## src/rtl/mem_pkg.sv

```systemverilog
// Shared encodings for the core-to-memory port arbiter: FSM states, access sizes,
// grant identifiers and the latched request record.
package mem_pkg;

  localparam logic [1:0] ST_IDLE = 2'd0;
  localparam logic [1:0] ST_F_RD = 2'd1;
  localparam logic [1:0] ST_D_RD = 2'd2;
  localparam logic [1:0] ST_D_WR = 2'd3;

  localparam logic [1:0] SIZE_B = 2'b00;
  localparam logic [1:0] SIZE_H = 2'b01;
  localparam logic [1:0] SIZE_W = 2'b10;

  localparam logic GRANT_IF = 1'b0;
  localparam logic GRANT_D  = 1'b1;

  typedef struct packed {
    logic [31:0] addr;
    logic [1:0]  size;
    logic        we;
    logic        uns;
    logic [31:0] wdata;
  } req_t;

  // Size code 11 is treated as a full word, so bit 1 alone identifies word accesses.
  function automatic logic is_word(input logic [1:0] size);
    return size[1];
  endfunction

  function automatic logic is_misaligned(input logic [1:0] size, input logic [1:0] lsb);
    logic mis;
    mis = 1'b0;
    if (is_word(size)) begin
      mis = (lsb != 2'b00);
    end else if (size == SIZE_H) begin
      mis = lsb[0];
    end
    return mis;
  endfunction

endpackage

```

## src/rtl/mem_lane_fmt.sv

```systemverilog
// Byte-lane formatting between the core and a word-write memory: extends sub-word
// loads and merges sub-word store data into the previously read word.
module mem_lane_fmt
  import mem_pkg::*;
(
  input  logic [1:0]  size,
  input  logic        uns,
  input  logic [31:0] ld_word,
  output logic [31:0] ld_ext,
  input  logic [31:0] old_word,
  input  logic [31:0] st_data,
  output logic [31:0] st_word
);

  always_comb begin
    ld_ext = ld_word;
    case (size)
      SIZE_B:  ld_ext = {{24{~uns & ld_word[7]}}, ld_word[7:0]};
      SIZE_H:  ld_ext = {{16{~uns & ld_word[15]}}, ld_word[15:0]};
      default: ld_ext = ld_word;
    endcase
  end

  // The memory always reads from the access address, so the addressed byte sits in lane 0.
  always_comb begin
    st_word = st_data;
    case (size)
      SIZE_B:  st_word = {old_word[31:8], st_data[7:0]};
      SIZE_H:  st_word = {old_word[31:16], st_data[15:0]};
      default: st_word = st_data;
    endcase
  end

endmodule

```

## src/rtl/mem_port_arbiter.sv

```systemverilog
// Arbitrates the single memory port between instruction fetch and the load/store unit,
// registering read data and performing sub-word stores as atomic read-modify-write.
module mem_port_arbiter
  import mem_pkg::*;
#(
  parameter logic ALIGN_CHECK = 1'b1
) (
  input  logic        clk,
  input  logic        reset,
  input  logic        if_req,
  input  logic [31:0] if_addr,
  output logic        if_ready,
  output logic        if_valid,
  output logic [31:0] if_rdata,
  input  logic        d_req,
  input  logic        d_we,
  input  logic [1:0]  d_size,
  input  logic        d_unsigned,
  input  logic [31:0] d_addr,
  input  logic [31:0] d_wdata,
  output logic        d_ready,
  output logic        d_done,
  output logic        d_err,
  output logic [31:0] d_rdata,
  output logic [31:0] mem_addr,
  output logic [31:0] mem_wdata,
  output logic        mem_we,
  input  logic [31:0] mem_rdata
);

  logic [1:0]  state_q, state_d;
  req_t        req_q, req_d;
  logic        last_grant_q, last_grant_d;
  logic [31:0] buf_q, buf_d;
  logic [31:0] if_rdata_q, if_rdata_d;
  logic [31:0] d_rdata_q, d_rdata_d;
  logic        if_valid_q, if_valid_d;
  logic        d_done_q, d_done_d;
  logic        d_err_q, d_err_d;

  logic        idle;
  logic        grant_if;
  logic        grant_d;
  logic        d_mis;
  logic [31:0] ld_ext;
  logic [31:0] st_word;

  assign idle  = (state_q == ST_IDLE);
  assign d_mis = ALIGN_CHECK && is_misaligned(d_size, d_addr[1:0]);

  // On a tie the port not served last wins; a lone request is always served.
  always_comb begin
    grant_if = 1'b0;
    grant_d  = 1'b0;
    if (idle) begin
      if (if_req && d_req) begin
        if (last_grant_q == GRANT_IF) begin
          grant_d = 1'b1;
        end else begin
          grant_if = 1'b1;
        end
      end else if (if_req) begin
        grant_if = 1'b1;
      end else if (d_req) begin
        grant_d = 1'b1;
      end
    end
  end

  mem_lane_fmt u_lane_fmt (
    .size     (req_q.size),
    .uns      (req_q.uns),
    .ld_word  (mem_rdata),
    .ld_ext   (ld_ext),
    .old_word (buf_q),
    .st_data  (req_q.wdata),
    .st_word  (st_word)
  );

  always_comb begin
    state_d      = state_q;
    req_d        = req_q;
    last_grant_d = last_grant_q;
    buf_d        = buf_q;
    if_rdata_d   = if_rdata_q;
    d_rdata_d    = d_rdata_q;
    if_valid_d   = 1'b0;
    d_done_d     = 1'b0;
    d_err_d      = 1'b0;
    case (state_q)
      ST_IDLE: begin
        if (grant_if) begin
          state_d      = ST_F_RD;
          last_grant_d = GRANT_IF;
          req_d.addr   = if_addr;
          req_d.size   = SIZE_W;
          req_d.we     = 1'b0;
          req_d.uns    = 1'b0;
          req_d.wdata  = '0;
        end else if (grant_d) begin
          last_grant_d = GRANT_D;
          // A misaligned op is dropped without latching, so mem_addr keeps its last value.
          if (d_mis) begin
            d_err_d = 1'b1;
          end else begin
            req_d.addr  = d_addr;
            req_d.size  = d_size;
            req_d.we    = d_we;
            req_d.uns   = d_unsigned;
            req_d.wdata = d_wdata;
            if (d_we && is_word(d_size)) begin
              state_d = ST_D_WR;
            end else begin
              state_d = ST_D_RD;
            end
          end
        end
      end
      ST_F_RD: begin
        if_rdata_d = mem_rdata;
        if_valid_d = 1'b1;
        state_d    = ST_IDLE;
      end
      ST_D_RD: begin
        // Going straight to D_WR keeps the RMW pair atomic: no grant is possible in between.
        if (req_q.we) begin
          buf_d   = mem_rdata;
          state_d = ST_D_WR;
        end else begin
          d_rdata_d = ld_ext;
          d_done_d  = 1'b1;
          state_d   = ST_IDLE;
        end
      end
      ST_D_WR: begin
        d_done_d = 1'b1;
        state_d  = ST_IDLE;
      end
      default: state_d = ST_IDLE;
    endcase
  end

  always_ff @(posedge clk or posedge reset) begin
    if (reset) begin
      state_q      <= ST_IDLE;
      req_q        <= '0;
      last_grant_q <= GRANT_IF;
      buf_q        <= '0;
      if_rdata_q   <= '0;
      d_rdata_q    <= '0;
      if_valid_q   <= 1'b0;
      d_done_q     <= 1'b0;
      d_err_q      <= 1'b0;
    end else begin
      state_q      <= state_d;
      req_q        <= req_d;
      last_grant_q <= last_grant_d;
      buf_q        <= buf_d;
      if_rdata_q   <= if_rdata_d;
      d_rdata_q    <= d_rdata_d;
      if_valid_q   <= if_valid_d;
      d_done_q     <= d_done_d;
      d_err_q      <= d_err_d;
    end
  end

  assign if_ready  = idle;
  assign d_ready   = idle;
  assign if_valid  = if_valid_q;
  assign if_rdata  = if_rdata_q;
  assign d_done    = d_done_q;
  assign d_err     = d_err_q;
  assign d_rdata   = d_rdata_q;
  assign mem_addr  = req_q.addr;
  assign mem_we    = (state_q == ST_D_WR);
  assign mem_wdata = st_word;

endmodule

```

## config.mk

```make
export PLATFORM = sky130hd
export DESIGN_NAME = mem_port_arbiter
export DESIGN_NICKNAME = d
export VERILOG_FILES = /design/src/rtl/mem_pkg.sv /design/src/rtl/mem_lane_fmt.sv /design/src/rtl/mem_port_arbiter.sv
export SDC_FILE = /design/constraint.sdc
export NUM_CORES = 1
export LEC_CHECK = 0
export BUFFER_PORTS_ARGS = -buffer_cell sky130_fd_sc_hd__buf_2
export CORE_MARGIN = 4
export CORE_UTILIZATION = 35
export CTS_CLUSTER_DIAMETER = 40
export DETAILED_ROUTE_END_ITERATION = 12
export GPL_TIMING_DRIVEN = 0
export SLEW_MARGIN = 30
export SYNTH_ARGS = -nofsm -noshare
export SYNTH_HDL_FRONTEND = slang
export SYNTH_SLANG_ARGS = --single-unit
```

## constraint.sdc

```tcl
create_clock -name clk -period 5.3 [get_ports clk]
set_input_delay 0.53 -clock clk [delete_from_list [all_inputs] [get_ports clk]]
set_output_delay 0.53 -clock clk [all_outputs]
set_load 0.02 [all_outputs]
```

==> out/metrics.sh <==
CRIT_PATH_MAX_FANOUT=10
FIRST_ITER_VIOLATIONS=239
SYNTH-EDFF-COUNT=0
TRITONCTS_NUM_SINKS=162
POST-DP-HPWL_MM=15.5
FLOORPLAN_DIE_HEIGHT_UM=150
DIE_AREA_SQ_UM=22600
ROUTEDWLPERCELL_UM=16.9
SYNTH.TOP_CELLS.BY_AREA='sky130_fd_sc_hd__dfrtp_1 (57%), sky130_fd_sc_hd__mux2_2 (14%), sky130_fd_sc_hd__nand2_1 (7.2%)'
NETLIST.TOP_CELL.BY_AREA='sky130_fd_sc_hd__dfrtp_1'
SETUP_VIOLATION_TOTAL_IN_THE_FINAL_TIMING_REPORT=0
HOLD_BUFFERS=0
STATUS='finished clean'
POWER_FRAC_SEQ_PCT=35.3
RSZ0062_AT_GRT='false'
SYNTH.NET_COUNT=808
SYNTH-ASYNC-RESET-RATIO_PCT=100
POWERDENSITY_nW_PER_UM2=630
GRTUSAGETOTAL_PCT=18.4
CTS-ROOT-BUF='sky130_fd_sc_hd__clkbuf_16'
YS_SEQ_ELEMENTS=162
INITIAL_UTILIZATION_PCT=35.9
CELLINTERNALPOWER_W=0.00361
CTS_REPAIR_RESIZE_COUNT=0
CRITPATHARRIVALTIME_NS=2.08
WORST-R2R-SETUP-SLACK_NS=3.31
DESIGN.CORE.AREA_SQ_UM=19700
SYNTHESIS.AREA_PER_INSTANCE_SQ_UM=10.5
CLOCK_INPUT_TRANSITION_AT_THE_SEQUENTIAL_CELLS_OF_THE_WORST_SETUP_AND_HOLD_PATHS_NS=0.06
SHARE_OF_SYNTHESIZED_AREA_SPENT_ON_MULTIPLEXERS_PCT=14.1
CTS.REPAIR_TIMING.SETUP_BUFFER_COUNT=0
POWER.LEAKAGE_nW=4.74
SYNTH_COMPOUND_AREA_SHARE_PCT=6.58
CELL_AREA_AFTER_SYNTHESIS_SQ_UM=7090
GRT-OVFL-TOTAL=0
FINALNETCOUNT=1097
HP-CLASS='input pin to async pin'
DRC_ERRORS=0
SW_RATIO_PCT=38.9
TOTAL_NET_SWITCHING_POWER_W=0.00230
PLACE.DETAILED.INSTANCES=1207
CTS-ROOT-TO-SINK-BUFFERS=2
VIASPERCELL=4.74
WORSTSETUPSTARTPOINTTYPE='register'
WORST_R2R_STARTPOINT='state_q[1]'
RELSLEWSLACK_PCT=60.4
TOTAL_DETAILED_ROUTING_WIRELENGTH_MM=20.9
GRT_START_MAX_NET_PINS=85
SYN_INST=672
GRT_UTIL_MET2_PCT=29.4
TIMING_HOLD_VIOLATIONS_FINAL=0
ENDPOINT_KIND='output port'
TRITONCTS_BUFFERS=17
SYNTH_SIMPLE_GATE_AREA_SHARE_PCT=14.7
GRT_UTIL_MET1_PCT=24.4
SYNTH-MAIN-FF-CELL='sky130_fd_sc_hd__dfrtp_1'
VIAS=5869
FIN_WS_NS=2.69
SYNTH_TOP_FAMILY_BY_AREA='simple AND/OR/NAND/NOR gates'
MAX-CAP-VIOLATIONS=0
GR-USAGE-MET3_PCT=4.33
SYNTH_COMMONEST_CELLS='sky130_fd_sc_hd__dfrtp_1 (162), sky130_fd_sc_hd__nand2_1 (136), sky130_fd_sc_hd__mux2_2 (88)'
SYNTHESIS.YOSYS.WARNINGS=0
POST-PLACE-WS_NS=3.12
WORSTREG2REGEND='d_rdata[8]'
SYNTH_TOP_CELL_AREA_SHARE_PCT=57.2
DRTANTENNAVIOLNETS=0
CRIT_REQUIRED_NS=4.77
GPL.FINAL_WEIGHTED_CONGESTION=0.787
WORSTSETUPENDPOINT='mem_wdata[14]'
CRITICAL_PATH.STARTPOINT='req_q[35]'
FIRST_GLOBAL_VIAS=5923
YS_SEQ_AREA_SHARE_PCT=57.2
CTS_TREE='built'
IO_PINS=270
NUMBER_OF_ANTENNA_VIOLATIONS_AT_THE_FIRST_CHECK_IN_GLOBAL_ROUTING=0
GRT-BUSIEST-LAYER='met2'
FIRSTDRTPASSITERS=4
CTS_HTREE_LEVELS=4
ANTENNA-DIODE-COUNT=0
GRT_PASS1_WL_MM=31.9
REG2REGPATHDEPTH=6
POWER.SHARE.CLOCK_PCT=20.9
NETLIST-CELL-TYPE-COUNT=27
INSTANCES_NO_FILL=1239
IO_BUFFERS=269
SYNTH_XOR_XNOR_AREA_SHARE_PCT=0
FINALMAXSLEWVIOLATIONS=0
FINAL_WORST_PATH_PERIOD_SHARE_PCT=49.2
SYNTH_ADDER_AREA_SHARE_PCT=0
SYN_TO_FINAL_GROWTH_PCT=32.5
FINCLKSKEW_NS=0.0103
SHARE_COMB_OF_TOTAL_POWER_PCT=43.8
WORSTSETUPPATHTYPE='register to output port'
VDD.IR_DROP.WORST_mV=0.252
CLK-INSERTION-DELAY-LATE_NS=0.42
FINAL_PERIOD_MINUS_WORST_SETUP_SLACK_NS=2.61
WORSTMARGINPINSLEW_NS=0.594
FINAL_LAYOUT_SIZE_SUFFIX_GT1_SHARE_PCT=46.6
MAXIMUM_ACHIEVABLE_FREQUENCY_MHz=384
MOST_FREQUENTLY_USED_CELL_TYPE_IN_THE_POST_SYNTHESIS_NETLIST='sky130_fd_sc_hd__dfrtp_1'
DIE_WIDTH_UM=150
ROWS=51
==> final cells by class <==
cell class              instances  area (sq um)
fillers                      1892         10300
repair buffers                270          1370
multi-input cells             422          2510
well taps                     265           332
clock inverters                11           128
inverters                       3          18.8
flip-flops and latches        162          4050
clock buffers                  21           460
plain buffers                  85           514
==> worst min-delay path by stage <==
| stage | cells past startpoint | start | slack [ns] | endpoint |
|---|---|---|---|---|
| 6_report | 2 | reset | 0.16 | mem_addr[23] |
| 5_1_grt | 2 | reset | 0.20 | mem_addr[23] |
| 4_1_cts | 2 | reset | 0.19 | mem_addr[23] |
| 3_5_place_dp | 2 | req_q[14] | 0.48 | req_q[14] |
| 3_3_place_gp | 2 | req_q[10] | 0.48 | req_q[10] |
| 2_1_floorplan | 2 | req_q[10] | 0.46 | req_q[10] |
==> sequential cells by signal, summed over array words and instances (netlist names) <==
name and count:
buf_q 24, if_rdata 32, mem_addr 32, d_done 1, d_err 1, req_q 36
d_rdata 32, last_grant_q 1, if_valid 1, state_q 2
==> placed cells by master (no fill, tap or decap), types with 2 or more instances in the layout <==
cell type and instances:
sky130_fd_sc_hd__clkbuf_1 19, sky130_fd_sc_hd__clkinv_2 2, sky130_fd_sc_hd__buf_1 6, sky130_fd_sc_hd__buf_4 42, sky130_fd_sc_hd__clkinvlp_4 5, sky130_fd_sc_hd__and2_1 3
sky130_fd_sc_hd__nor2_1 61, sky130_fd_sc_hd__a21oi_1 48, sky130_fd_sc_hd__clkbuf_8 2, sky130_fd_sc_hd__nand3_1 38, sky130_fd_sc_hd__mux2_2 88, sky130_fd_sc_hd__buf_2 287
sky130_fd_sc_hd__nand4_1 3, sky130_fd_sc_hd__inv_8 2, sky130_fd_sc_hd__dfrtp_1 162, sky130_fd_sc_hd__bufinv_16 2, sky130_fd_sc_hd__buf_6 2, sky130_fd_sc_hd__inv_1 2
sky130_fd_sc_hd__clkbuf_16 17, sky130_fd_sc_hd__a31oi_1 33, sky130_fd_sc_hd__nand2_1 136
==> power by group through the flow <==
| stage | logic, W | clock network [W] | registers, W |
|---|---|---|---|
| floorplan | 0.00149 | 0 | 0.00236 |
| global placement | 0.00260 | 0 | 0.00210 |
| detailed placement | 0.00262 | 0 | 0.00211 |
| CTS | 0.00263 | 0.00127 | 0.00209 |
| global route | 0.00281 | 0.00132 | 0.00216 |
| finish | 0.00259 | 0.00124 | 0.00209 |
==> through the flow <==
stage	total power [W]	instance area, sq um	utilization, %	hold slack, ns	setup TNS (ns)
6_report	0.00591	9390	47.6	0.160	0
3_5_place_dp	0.00473	8800	44.6	0.485	0
5_1_grt	0.00629	9390	47.6	0.199	0
3_3_place_gp	0.00470	8770	44.5	0.480	-294.00
4_1_cts	0.00599	9390	47.6	0.190	0
2_1_floorplan	0.00385	7090	-	0.461	0
==> worst max-delay path, stage by stage (launching register included) <==
cell and delay (ns):
sky130_fd_sc_hd__dfrtp_1 0.31, sky130_fd_sc_hd__buf_2 0.20, sky130_fd_sc_hd__or2_1 0.13, sky130_fd_sc_hd__buf_2 0.21
sky130_fd_sc_hd__buf_2 0.27, sky130_fd_sc_hd__mux2_2 0.37, sky130_fd_sc_hd__buf_2 0.16
==> layer usage <==
layer	routed length (um)	share of wire (%)
met1	9010	43
met2	9950	48
met3	1470	7.0
met4	492	2.4
met5	0	0
==> cells by family after synthesis <==
family / count (synthesis)
compound gates: 84
simple gates: 249
flops: 162
buf+inv: 88
mux: 89
No activity file was read; power rests on OpenSTA's default activity.
